===== src/rtl/arm_mc_fsm.sv =====
// Main sequencing FSM of the multicycle ARM controller: fetch/decode/execute/writeback
// with a memory-ready handshake, a wait timeout and an undefined-opcode trap.
// Optional performance counters are built only when ARM_MC_PERF_EN is defined.
module arm_mc_fsm #(
  parameter int unsigned TIMEOUT = 0,
  parameter int unsigned TO_W    = 8,
  parameter int unsigned CNT_W   = 32
) (
  input  logic             clk,
  input  logic             reset,
  input  logic [1:0]       Op,
  input  logic [5:0]       Funct,
  input  logic             MemReady,
  output logic             IRWrite,
  output logic             NextPC,
  output logic             AdrSrc,
  output logic [1:0]       ALUSrcA,
  output logic [1:0]       ALUSrcB,
  output logic [1:0]       ResultSrc,
  output logic             ALUOp,
  output logic             RegW,
  output logic             MemW,
  output logic             Branch,
  output logic             Undef,
  output logic             BusErr,
  output logic             Retired,
  output logic [3:0]       State,
  output logic [CNT_W-1:0] InstrCount,
  output logic [CNT_W-1:0] StallCount
);

  typedef enum logic [3:0] {
    S_FETCH  = 4'd0,
    S_DECODE = 4'd1,
    S_MEMADR = 4'd2,
    S_MEMRD  = 4'd3,
    S_MEMWB  = 4'd4,
    S_MEMWR  = 4'd5,
    S_EXECR  = 4'd6,
    S_EXECI  = 4'd7,
    S_ALUWB  = 4'd8,
    S_BRANCH = 4'd9,
    S_UNDEF  = 4'd10
  } state_t;

  localparam bit             TO_EN     = (TIMEOUT != 0);
  localparam logic [TO_W:0]  TIMEOUT_V = (TO_W+1)'(TIMEOUT);
  localparam logic [TO_W:0]  WAIT_ONE  = (TO_W+1)'(1);

  state_t          r_state;
  state_t          w_next_state;
  logic [TO_W-1:0] r_wait_cnt;
  logic [TO_W:0]   w_wait_inc;
  logic            w_wait_state;
  logic            w_timeout;
  logic            w_unused;

  // Only Funct[5] (immediate) and Funct[0] (load) steer the sequence.
  assign w_unused     = ^Funct[4:1];

  assign w_wait_state = (r_state == S_FETCH) || (r_state == S_MEMRD) || (r_state == S_MEMWR);
  // The increment includes the current stalled cycle, so a limit of N aborts on the Nth stall.
  assign w_wait_inc   = {1'b0, r_wait_cnt} + WAIT_ONE;
  assign w_timeout    = TO_EN && w_wait_state && !MemReady && (w_wait_inc == TIMEOUT_V);

  // NOTE: sequential state uses non-blocking assignments so every flop samples pre-edge values.
  always_ff @(posedge clk) begin
    if (reset) r_state <= S_FETCH;
    else       r_state <= w_next_state;
  end

  always_ff @(posedge clk) begin
    if (reset || MemReady || w_timeout || !w_wait_state) r_wait_cnt <= '0;
    else                                                  r_wait_cnt <= w_wait_inc[TO_W-1:0];
  end

  always_comb begin
    // NOTE: assign a default before the case so no path leaves the signal unassigned (no latch).
    w_next_state = S_FETCH;
    case (r_state)
      S_FETCH:  w_next_state = MemReady ? S_DECODE : S_FETCH;
      S_DECODE: begin
        case (Op)
          2'b00:   w_next_state = Funct[5] ? S_EXECI : S_EXECR;
          2'b01:   w_next_state = S_MEMADR;
          2'b10:   w_next_state = S_BRANCH;
          default: w_next_state = S_UNDEF;
        endcase
      end
      S_MEMADR: w_next_state = Funct[0] ? S_MEMRD : S_MEMWR;
      S_MEMRD:  w_next_state = MemReady ? S_MEMWB : S_MEMRD;
      S_MEMWR:  w_next_state = MemReady ? S_FETCH : S_MEMWR;
      S_EXECR:  w_next_state = S_ALUWB;
      S_EXECI:  w_next_state = S_ALUWB;
      default:  w_next_state = S_FETCH;
    endcase
    if (w_timeout) w_next_state = S_FETCH;
  end

  always_comb begin
    IRWrite   = 1'b0;
    NextPC    = 1'b0;
    AdrSrc    = 1'b0;
    ALUSrcA   = 2'b00;
    ALUSrcB   = 2'b00;
    ResultSrc = 2'b00;
    ALUOp     = 1'b0;
    RegW      = 1'b0;
    MemW      = 1'b0;
    Branch    = 1'b0;
    Undef     = 1'b0;
    Retired   = 1'b0;
    case (r_state)
      S_FETCH: begin
        ALUSrcA   = 2'b01;
        ALUSrcB   = 2'b10;
        ResultSrc = 2'b10;
        IRWrite   = MemReady;
        NextPC    = MemReady;
      end
      S_DECODE: begin
        ALUSrcA   = 2'b01;
        ALUSrcB   = 2'b10;
        ResultSrc = 2'b10;
      end
      S_MEMADR: ALUSrcB = 2'b01;
      S_MEMRD:  AdrSrc  = 1'b1;
      S_MEMWB: begin
        ResultSrc = 2'b01;
        RegW      = 1'b1;
        Retired   = 1'b1;
      end
      S_MEMWR: begin
        AdrSrc  = 1'b1;
        MemW    = 1'b1;
        Retired = MemReady;
      end
      S_EXECR:  ALUOp = 1'b1;
      S_EXECI: begin
        ALUSrcB = 2'b01;
        ALUOp   = 1'b1;
      end
      S_ALUWB: begin
        RegW    = 1'b1;
        Retired = 1'b1;
      end
      S_BRANCH: begin
        ALUSrcA   = 2'b10;
        ALUSrcB   = 2'b01;
        ResultSrc = 2'b10;
        Branch    = 1'b1;
        Retired   = 1'b1;
      end
      S_UNDEF:  Undef = 1'b1;
      default: ;
    endcase
    BusErr = w_timeout;
    // Strobes are suppressed in the reset cycle; the mux selects stay decoded from State.
    if (reset) begin
      IRWrite = 1'b0;
      NextPC  = 1'b0;
      RegW    = 1'b0;
      MemW    = 1'b0;
      Branch  = 1'b0;
      Undef   = 1'b0;
      BusErr  = 1'b0;
      Retired = 1'b0;
    end
  end

  assign State = r_state;

`ifdef ARM_MC_PERF_EN
  localparam logic [CNT_W-1:0] CNT_ONE = CNT_W'(1);

  logic [CNT_W-1:0] r_instr_cnt;
  logic [CNT_W-1:0] r_stall_cnt;

  always_ff @(posedge clk) begin
    if (reset) begin
      r_instr_cnt <= '0;
      r_stall_cnt <= '0;
    end else begin
      if (Retired)                    r_instr_cnt <= r_instr_cnt + CNT_ONE;
      if (w_wait_state && !MemReady)  r_stall_cnt <= r_stall_cnt + CNT_ONE;
    end
  end

  assign InstrCount = r_instr_cnt;
  assign StallCount = r_stall_cnt;
`else
  assign InstrCount = '0;
  assign StallCount = '0;
`endif

endmodule

===== config.mk =====
export PLATFORM = sky130hd
export DESIGN_NAME = arm_mc_fsm
export DESIGN_NICKNAME = d
export VERILOG_FILES = /design/src/rtl/arm_mc_fsm.sv
export SDC_FILE = /design/constraint.sdc
export NUM_CORES = 1
export LEC_CHECK = 0
export BUFFER_PORTS_ARGS = -buffer_cell sky130_fd_sc_hd__buf_2
export CORE_MARGIN = 2
export CORE_UTILIZATION = 33
export CTS_BUF_LIST = sky130_fd_sc_hd__clkbuf_8
export DETAILED_ROUTE_END_ITERATION = 7
export PLACE_DENSITY = 0.87
export SLEW_MARGIN = 10
export SYNTH_ARGS = -nofsm -noshare
export SYNTH_HDL_FRONTEND = slang
export SYNTH_SLANG_ARGS = --single-unit

===== constraint.sdc =====
create_clock -name clk -period 1.18 [get_ports clk]
set_clock_uncertainty 0.05 [all_clocks]
set_input_delay 0.118 -clock clk [delete_from_list [all_inputs] [get_ports clk]]
set_output_delay 0.118 -clock clk [all_outputs]
set_load 0.02 [all_outputs]

==> run_results.csv, run 1 <==
group,metric,value,unit
synthesis,yosys.area.top_type,"buf_4",
clock_network,cts_tree,"yes",
sta,rsz0062_at_grt,"yes",
clock_network,clock_sinks,4,
global_routing,grt_max_degree,10,
clock_network,clkSlewWorstSetupHoldPaths,0.03,ns
setup_path,crit_required,1.01,ns
route,drt_wl_total,1.955,mm
floorplanning,core-area,2710,um^2
global_routing,grt-ovfl-total,0,
sta,hold_viol_final,0,
setup_path,cp-end-kind,"output port",
synthesis,async_reset_ff_frac,0,
clock_network,cts_root_buf,"clkbuf_8",
pwr,max-vdd-ir-drop,0.0005177,V
finish,area_growth,38.90,%
clock_network,h-tree-depth,1,
route,vias_per_cell,3.898,
global_routing,grt.total_usage,0.1142,
synthesis,synth-seq-area-share,0.08614,
synthesis,synth_area_per_cell,7.558,um^2
finish,largest_reg_flops,4,
placed_design,portBuffers,25,
route,dr.pass1.iters,4,
synthesis,ys_types,29,
route,wl_per_cell,9.924,um
sta,fmax,624.4,MHz
hold_path,hp-class,"input pin to flop",
global_routing,antenna_found_initial,0,
pwr,finalPower,1.232,mW
sta,fin_ws,-0.4217,ns
finish,drive_gt1_frac,0.4639,
setup_path,cp_max_fo,4,
route,drc,0,
finish,fillCellCount,272,
sta,finalSetupViolCount,18,
run_status,violations,"setup timing",
setup_path,crit_type,"flop to output port",
synthesis,synth-seq-cells,4,
synthesis,netlist_instances,123,
setup_path,start_kind,"flop",
clock_network,cts_buffers,3,
synthesis,synth_edf_count,0,
clock_network,clock_path_buffers,2,
floorplanning,rows,19,
floorplanning,pin_count,95,
floorplanning,die_width,57.08,um
finish,num-nets-final,179,
run_status,outcome,"complete, but fails checks",
flow_run,drv_cap,0,
floorplanning,start_util,0.3430,
floorplanning,die_h,57.08,um
clock_network,ctsHoldBuffers,0,
floorplanning,dieArea,3258,um^2
route,num_vias,768,
pwr,power_density,954.0,nW/um^2
synthesis,synth.area.top_cells,"buf_4, dfxtp_1, nand2b_1",
placed_design,hpwl,1.454,mm
clock_network,worst_skew_pair.late_latency,0.22,ns
synthesis,yosysTopAreaCellShare,0.5330,
synthesis,ys_warn_count,0,
pwr,power_leakage,0.6625,nW
sta,fin_crit_sh,1.357,
synthesis,synth_flop_cell,"dfxtp_1",
sta,hold_slack,0.2222,ns
global_routing,grt_pass1_wl,2.877,mm
placed_design,preCtsSetupSlack,-0.2349,ns
sta,min_period,1.602,ns
route,ant_nets,0,
finish,antenna_cells,0,
setup_path,arrival,1.43,ns
route,drtIter0Drc,10,
placed_design,gp_congestion,0.7913,
sta,slew_violations,0,
synthesis,netlist_area,929.6,um^2
global_routing,grt_pass1_vias,640,
kinds of logic (layout without fill, tap and decap cells):
family                    count (synthesis)  count (layout)  synth area share
other                                     1              65          0.004034
AOI/OAI and AO/OA                        13              13            0.1158
and+or+nand+nor                          32              32            0.2073
DFF                                       4               4           0.08614
xor gates and xnor gates                  1               1          0.009423
buffers and inverters                    72              51            0.5774
layout by cell type (no fill, tap or decap), drive strengths merged:
cell	n
buf	48
conb	65
nor2	5
clkbuf	3
a22oi	1
nor3b	3
nor3	5
a21oi	4
nor2b	3
a211o	1
dfxtp	4
o22ai	1
a211oi	1
nor4	2
o31a	2
and3b	1
nand2b	5
o211ai	1
nand2	3
xnor2	1
o21ai	1
or2	2
or2b	1
a2111oi	1
nor4b	2
synth_stat cells (2+ instances only):
library cell / number
a21oi_1: 4
buf_4: 66
nor3b_1: 3
nor4b_1: 2
o31a_1: 2
buf_6: 2
nor2_1: 5
nand2_1: 3
buf_2: 3
nor2b_1: 3
nor3_1: 5
dfxtp_1: 4
nand2b_1: 5
worst max-delay path, cell delays in order (launching register included):
cell and delay, ns:
dfxtp_2 0.33, or2b_4 0.28, buf_6 0.13, nor3_4 0.19, a211o_1 0.16, buf_6 0.11
stage by stage:
step,area (um^2),setup TNS [ns],util,cells
floorplan,1289,-2.176,-,187
global placement,1015,-1.711,0.3744,185
detailed placement,1015,-2.118,0.3744,185
CTS,1242,-4.688,0.4584,195
global route,1291,-5.670,0.4765,197
finish,1291,-4.809,0.4765,197
cell type report:
type	count	area, um^2	area share
Timing Repair Buffer	48	411.6	0.3188
Sequential cell	4	90.09	0.06977
Tap cell	31	38.79	0.03004
Multi-Input combinational cell	111	709.4	0.5494
Clock buffer	3	41.29	0.03198
layer usage:
layer	routed length (um)	global-route usage
met2	1131	0.2167
met4	23	0.03987
met3	166	0.02721
met5	0	0
met1	633	0.1217
repair_timing:
| item | in CTS | in global routing |
|---|---|---|
| endpoints found under the setup margin | 18 | 18 |
| endpoints found under the hold margin | 0 | 0 |
| setup buffers | 7 | 2 |
| pin swaps | 10 | 3 |
| gates resized for setup | 35 | 11 |
power breakdown:
part	internal (mW)	total, mW	switching [mW]	leakage (nW)
Clock	0.219	0.306	0.0868	0.0216
Combinational	0.297	0.750	0.453	0.606
Sequential	0.151	0.176	0.0252	0.0350
Total	0.667	1.23	0.565	0.663
path summary, 6_finish.rpt:
kind / cells past startpoint / end / startpoint / slack (ns)
min: 3 / State[1] / Funct[0] / 0.22
min reg2reg: 2 / State[3] / State[3] / 0.53
max: 5 / Retired / State[2] / -0.42
max reg2reg: 6 / State[0] / State[2] / -0.26
Power figures use the tool's default switching activity.
==> run 2, diff against run 1 <==
--- a/config.mk
+++ b/config.mk
@@ -11,7 +11,7 @@
 export CTS_BUF_LIST = sky130_fd_sc_hd__clkbuf_8
 export DETAILED_ROUTE_END_ITERATION = 7
 export PLACE_DENSITY = 0.87
-export SLEW_MARGIN = 10
+export SLEW_MARGIN = 30
 export SYNTH_ARGS = -nofsm -noshare
 export SYNTH_HDL_FRONTEND = slang
 export SYNTH_SLANG_ARGS = --single-unit
==> constraint.sdc (replaced) <==
create_clock -name clk -period 1.18 [get_ports clk]
set_clock_uncertainty 0.05 [all_clocks]
set_input_delay 0.177 -clock clk [delete_from_list [all_inputs] [get_ports clk]]
set_output_delay 0.177 -clock clk [all_outputs]
set_load 0.02 [all_outputs]
==> run_results.csv, run 2 (synthesized netlist as in run 1, its figures left out) <==
group,metric,value,unit
sta,hold_slack,0.3282,ns
pwr,power_density,939.1,nW/um^2
setup_path,slowest_delay,0.33,ns
clock_network,cts_tree,"yes",
route,dr.pass1.iters,4,
finish,fillCellCount,246,
setup_path,r2r-start,"State[2]",
setup_path,arrival,1.46,ns
hold_path,hold_start,"Funct[5]",
hold_path,min_path_cells,4,
sta,fin_crit_sh,1.431,
finish,area_growth,42.26,%
floorplanning,die_width,57.08,um
setup_path,cp-end-kind,"output port",
clock_network,cts_root_buf,"clkbuf_8",
pwr,finalPower,1.242,mW
finish,largest_reg_flops,4,
floorplanning,rows,19,
sta,finalSetupViolCount,19,
floorplanning,start_util,0.3430,
setup_path,cp_max_fo,3,
hold_path,whs_endpoint,"State[0]",
global_routing,grt-ovfl-total,0,
setup_path,crit_required,0.95,ns
route,ant_nets,0,
clock_network,clkSlewWorstSetupHoldPaths,0.03,ns
run_status,violations,"setup timing",
finish,layout_common_cells,"conb_1, buf_4, buf_6, buf_2",
clock_network,worst_skew_pair.late_latency,0.22,ns
finish,final_common_cell,"conb_1",
finish,antenna_cells,0,
floorplanning,die_h,57.08,um
sta,fmax,592.0,MHz
pwr,power_leakage,0.6836,nW
flow_run,drv_cap,0,
clock_network,cts_buffers,3,
sta,rsz0062_at_grt,"yes",
clock_network,clock_path_buffers,2,
global_routing,grt.total_usage,0.1211,
sta,min_period,1.689,ns
sta,tns,-6.740,ns
setup_path,cp_slowest_cell,"dfxtp_2",
floorplanning,pin_count,95,
global_routing,grt_max_degree,10,
floorplanning,dieArea,3258,um^2
sta,slew_violations,0,
sta,hold_viol_final,0,
finish,drive_gt1_frac,0.4765,
setup_path,start_kind,"flop",
clock_network,clock_sinks,4,
placed_design,hpwl,1.554,mm
sta,fin_ws,-0.5091,ns
global_routing,grt_pass1_vias,623,
setup_path,r2r-end,"State[0]",
route,num_vias,775,
finish,num-nets-final,183,
route,drc,0,
run_status,outcome,"complete, but fails checks",
setup_path,r2r_slack,-0.30,ns
setup_path,crit_type,"flop to output port",
route,vias_per_cell,3.856,
placed_design,gp_congestion,0.8242,
placed_design,preCtsSetupSlack,-0.3421,ns
finish,multi_input_area,729.5,um^2
global_routing,antenna_found_initial,0,
pwr,max-vdd-ir-drop,0.0005077,V
setup_path,cp_cell_sequence,"or2b_4 -> a2111oi_4 -> a211o_1 -> buf_6",
placed_design,portBuffers,25,
route,drtIter0Drc,25,
setup_path,r2r_cells,6,
clock_network,h-tree-depth,1,
route,wl_per_cell,10.57,um
floorplanning,core-area,2710,um^2
finish,seq_area,90.09,um^2
route,drt_wl_total,2.125,mm
hold_path,hp-class,"input pin to flop",
global_routing,grt_pass1_wl,2.980,mm
-- run 2: routing by layer --
metal | vias up | track usage | wire [um]
met5 | - | 0 | 0
met4 | 0 | 0.05316 | 21
met3 | 2 | 0.03175 | 186
met2 | 53 | 0.2217 | 1187
met1 | 354 | 0.1298 | 729
li1 | 366 | - | -
-- run 2: critical path, delay by kind of cell, from the launching register on --
family                 cells  cell delay (ns)
buffers and inverters      1             0.12
AOI/OAI and AO/OA          2             0.50
and+or+nand+nor            1             0.28
DFF                        1             0.33
-- run 2: through the flow --
step             util  cell area, um^2  cells
6_report       0.4880             1323    201
5_1_grt        0.4880             1323    201
4_1_cts        0.4645             1259    198
3_5_place_dp   0.3947             1070    191
3_3_place_gp   0.3947             1070    191
2_1_floorplan       -             1311    187
-- run 2: timing repair --
action,CTS,global route
setup buffers,4,4
gates resized for setup,32,9
hold buffers,0,0
setup endpoints to repair,19,19
pin swaps,10,6
-- run 2: how the worst max path moves through the flow --
| stage | from | to | slack (ns) | cells past startpoint |
|---|---|---|---|---|
| final | State[2] | Retired | -0.51 | 4 |
| after detailed placement | State[2] | Retired | -0.34 | 4 |
| after global placement | State[2] | Retired | -0.27 | 4 |
| after CTS | State[2] | Retired | -0.48 | 4 |
| after global routing | State[2] | Retired | -0.56 | 4 |
| after floorplan | State[3] | Retired | -0.57 | 4 |
-- run 2: cell type report --
class                           count  share of cell area
Multi-Input combinational cell    111              0.5516
Timing Repair Buffer               52              0.3198
Sequential cell                     4             0.06812
Clock buffer                        3             0.03122
Tap cell                           31             0.02933
-- run 2: where the power goes --
group / switching [mW] / internal, mW / total, mW
clock network: 0.0819 / 0.219 / 0.300
logic: 0.461 / 0.301 / 0.763
registers: 0.0281 / 0.151 / 0.179
==> run 3, diff against run 2 <==
--- a/config.mk
+++ b/config.mk
@@ -10,6 +10,7 @@
 export CORE_UTILIZATION = 33
 export CTS_BUF_LIST = sky130_fd_sc_hd__clkbuf_8
 export DETAILED_ROUTE_END_ITERATION = 7
+export MAX_ROUTING_LAYER = met4
 export PLACE_DENSITY = 0.87
 export SLEW_MARGIN = 30
 export SYNTH_ARGS = -nofsm -noshare
==> run_results.csv, run 3 (synthesized netlist as in run 1, its figures left out) <==
group,metric,value,unit
clock_network,cts_tree,"yes",
hold_path,hp-class,"input pin to flop",
hold_path,whs_endpoint,"State[0]",
placed_design,hpwl,1.554,mm
placed_design,placed_area,1070,um^2
run_status,violations,"setup timing",
global_routing,grtUsageMet1,0.1326,
finish,fin_util,0.4880,
route,ant_nets,0,
sta,min_period,1.689,ns
clock_network,worst_skew_pair.late_latency,0.22,ns
finish,antenna_cells,0,
placed_design,portBuffers,25,
clock_network,ctsHoldBuffers,0,
global_routing,grt_pass1_vias,624,
setup_path,start_kind,"flop",
route,drt_wl_total,2.127,mm
clock_network,clock_sinks,4,
finish,drive_gt1_frac,0.4765,
sta,tns,-6.740,ns
finish,largest_reg_flops,4,
sta,hold_viol_final,0,
sta,fmax,592.0,MHz
global_routing,grt_max_degree,10,
sta,hold_slack,0.3337,ns
setup_path,r2r_cells,6,
setup_path,crit_type,"flop to output port",
route,drc,0,
route,wl_per_cell,10.58,um
hold_path,min_path_cells,4,
setup_path,crit_required,0.95,ns
pwr,max-vdd-ir-drop,0.0005077,V
clock_network,clkSlewWorstSetupHoldPaths,0.03,ns
route,drtIter0Drc,18,
pwr,power_density,939.3,nW/um^2
clock_network,cts_root_buf,"clkbuf_8",
floorplanning,die_width,57.08,um
run_status,outcome,"complete, but fails checks",
global_routing,use_met2,0.2217,
route,num_vias,774,
sta,fin_ws,-0.5091,ns
hold_path,hold_start,"Funct[5]",
sta,rsz0062_at_grt,"yes",
global_routing,grt-ovfl-total,0,
sta,finalSetupViolCount,19,
global_routing,grt_use_met3,0.02721,
finish,area_growth,42.26,%
setup_path,arrival,1.46,ns
global_routing,antenna_found_initial,0,
finish,layout_common_cells,"conb_1, buf_4, buf_6, buf_2",
finish,instances_no_fill,201,
setup_path,r2r-end,"State[0]",
placed_design,gp_congestion,0.8367,
pwr,power_leakage,0.6836,nW
finish,num-nets-final,183,
flow_run,drv_cap,0,
clock_network,h-tree-depth,1,
pwr,finalPower,1.242,mW
clock_network,clock_path_buffers,2,
sta,slew_violations,0,
global_routing,grt_pass1_wl,2.973,mm
setup_path,r2r-start,"State[2]",
route,dr.pass1.iters,4,
placed_design,dp.cells,191,
finish,final_common_cell,"conb_1",
floorplanning,die_h,57.08,um
clock_network,cts_buffers,3,
setup_path,cp-end-kind,"output port",
setup_path,cp_max_fo,3,
global_routing,busiest_layer,"met2",
floorplanning,dieArea,3258,um^2
floorplanning,core-area,2710,um^2
finish,finish.instance_area,1323,um^2
floorplanning,start_util,0.3430,
placed_design,preCtsSetupSlack,-0.3421,ns
floorplanning,rows,19,
route,vias_per_cell,3.851,
sta,fin_crit_sh,1.431,
setup_path,r2r_slack,-0.30,ns
global_routing,grt.total_usage,0.1248,
floorplanning,pin_count,95,
run 3: cell counts in the layout (fill, tap and decap cells not counted):
No cell type changed its count.
run 3: what timing repair did:
action / CTS / global route
hold endpoints to repair: 0 / 0
setup buffers: 4 / 4
setup endpoints to repair: 19 / 19
pin swaps: 10 / 6
gates resized for setup: 32 / 9
run 3: final cells by class:
| cell class | instances | area [um^2] |
|---|---|---|
| Clock buffer | 3 | 41.29 |
| Sequential cell | 4 | 90.09 |
| Multi-Input combinational cell | 111 | 729.5 |
| Tap cell | 31 | 38.79 |
| Fill cell | 246 | 1388 |
| Timing Repair Buffer | 52 | 422.9 |
run 3: critical path, cell delays in order (launching register included):
cell and delay [ns]:
dfxtp_2 0.33, or2b_4 0.28, a2111oi_4 0.33, a211o_1 0.17, buf_6 0.12
run 3: routing by layer:
layer	vias up	wire length, um
met4	0	21
met5	-	0
li1	366	-
met2	53	1187
met3	2	172
met1	353	745
run 3: power breakdown:
part / switching [mW] / internal (mW) / total [mW]
Clock: 0.0819 / 0.219 / 0.300
Sequential: 0.0281 / 0.151 / 0.179
Combinational: 0.462 / 0.301 / 0.763
run 3: how the worst max path moves through the flow:
stage / start / endpoint / slack (ns) / cells after the start
after floorplan: State[3] / Retired / -0.57 / 4
after global placement: State[2] / Retired / -0.27 / 4
after detailed placement: State[2] / Retired / -0.34 / 4
after CTS: State[2] / Retired / -0.48 / 4
after global routing: State[2] / Retired / -0.56 / 4
final: State[2] / Retired / -0.51 / 4
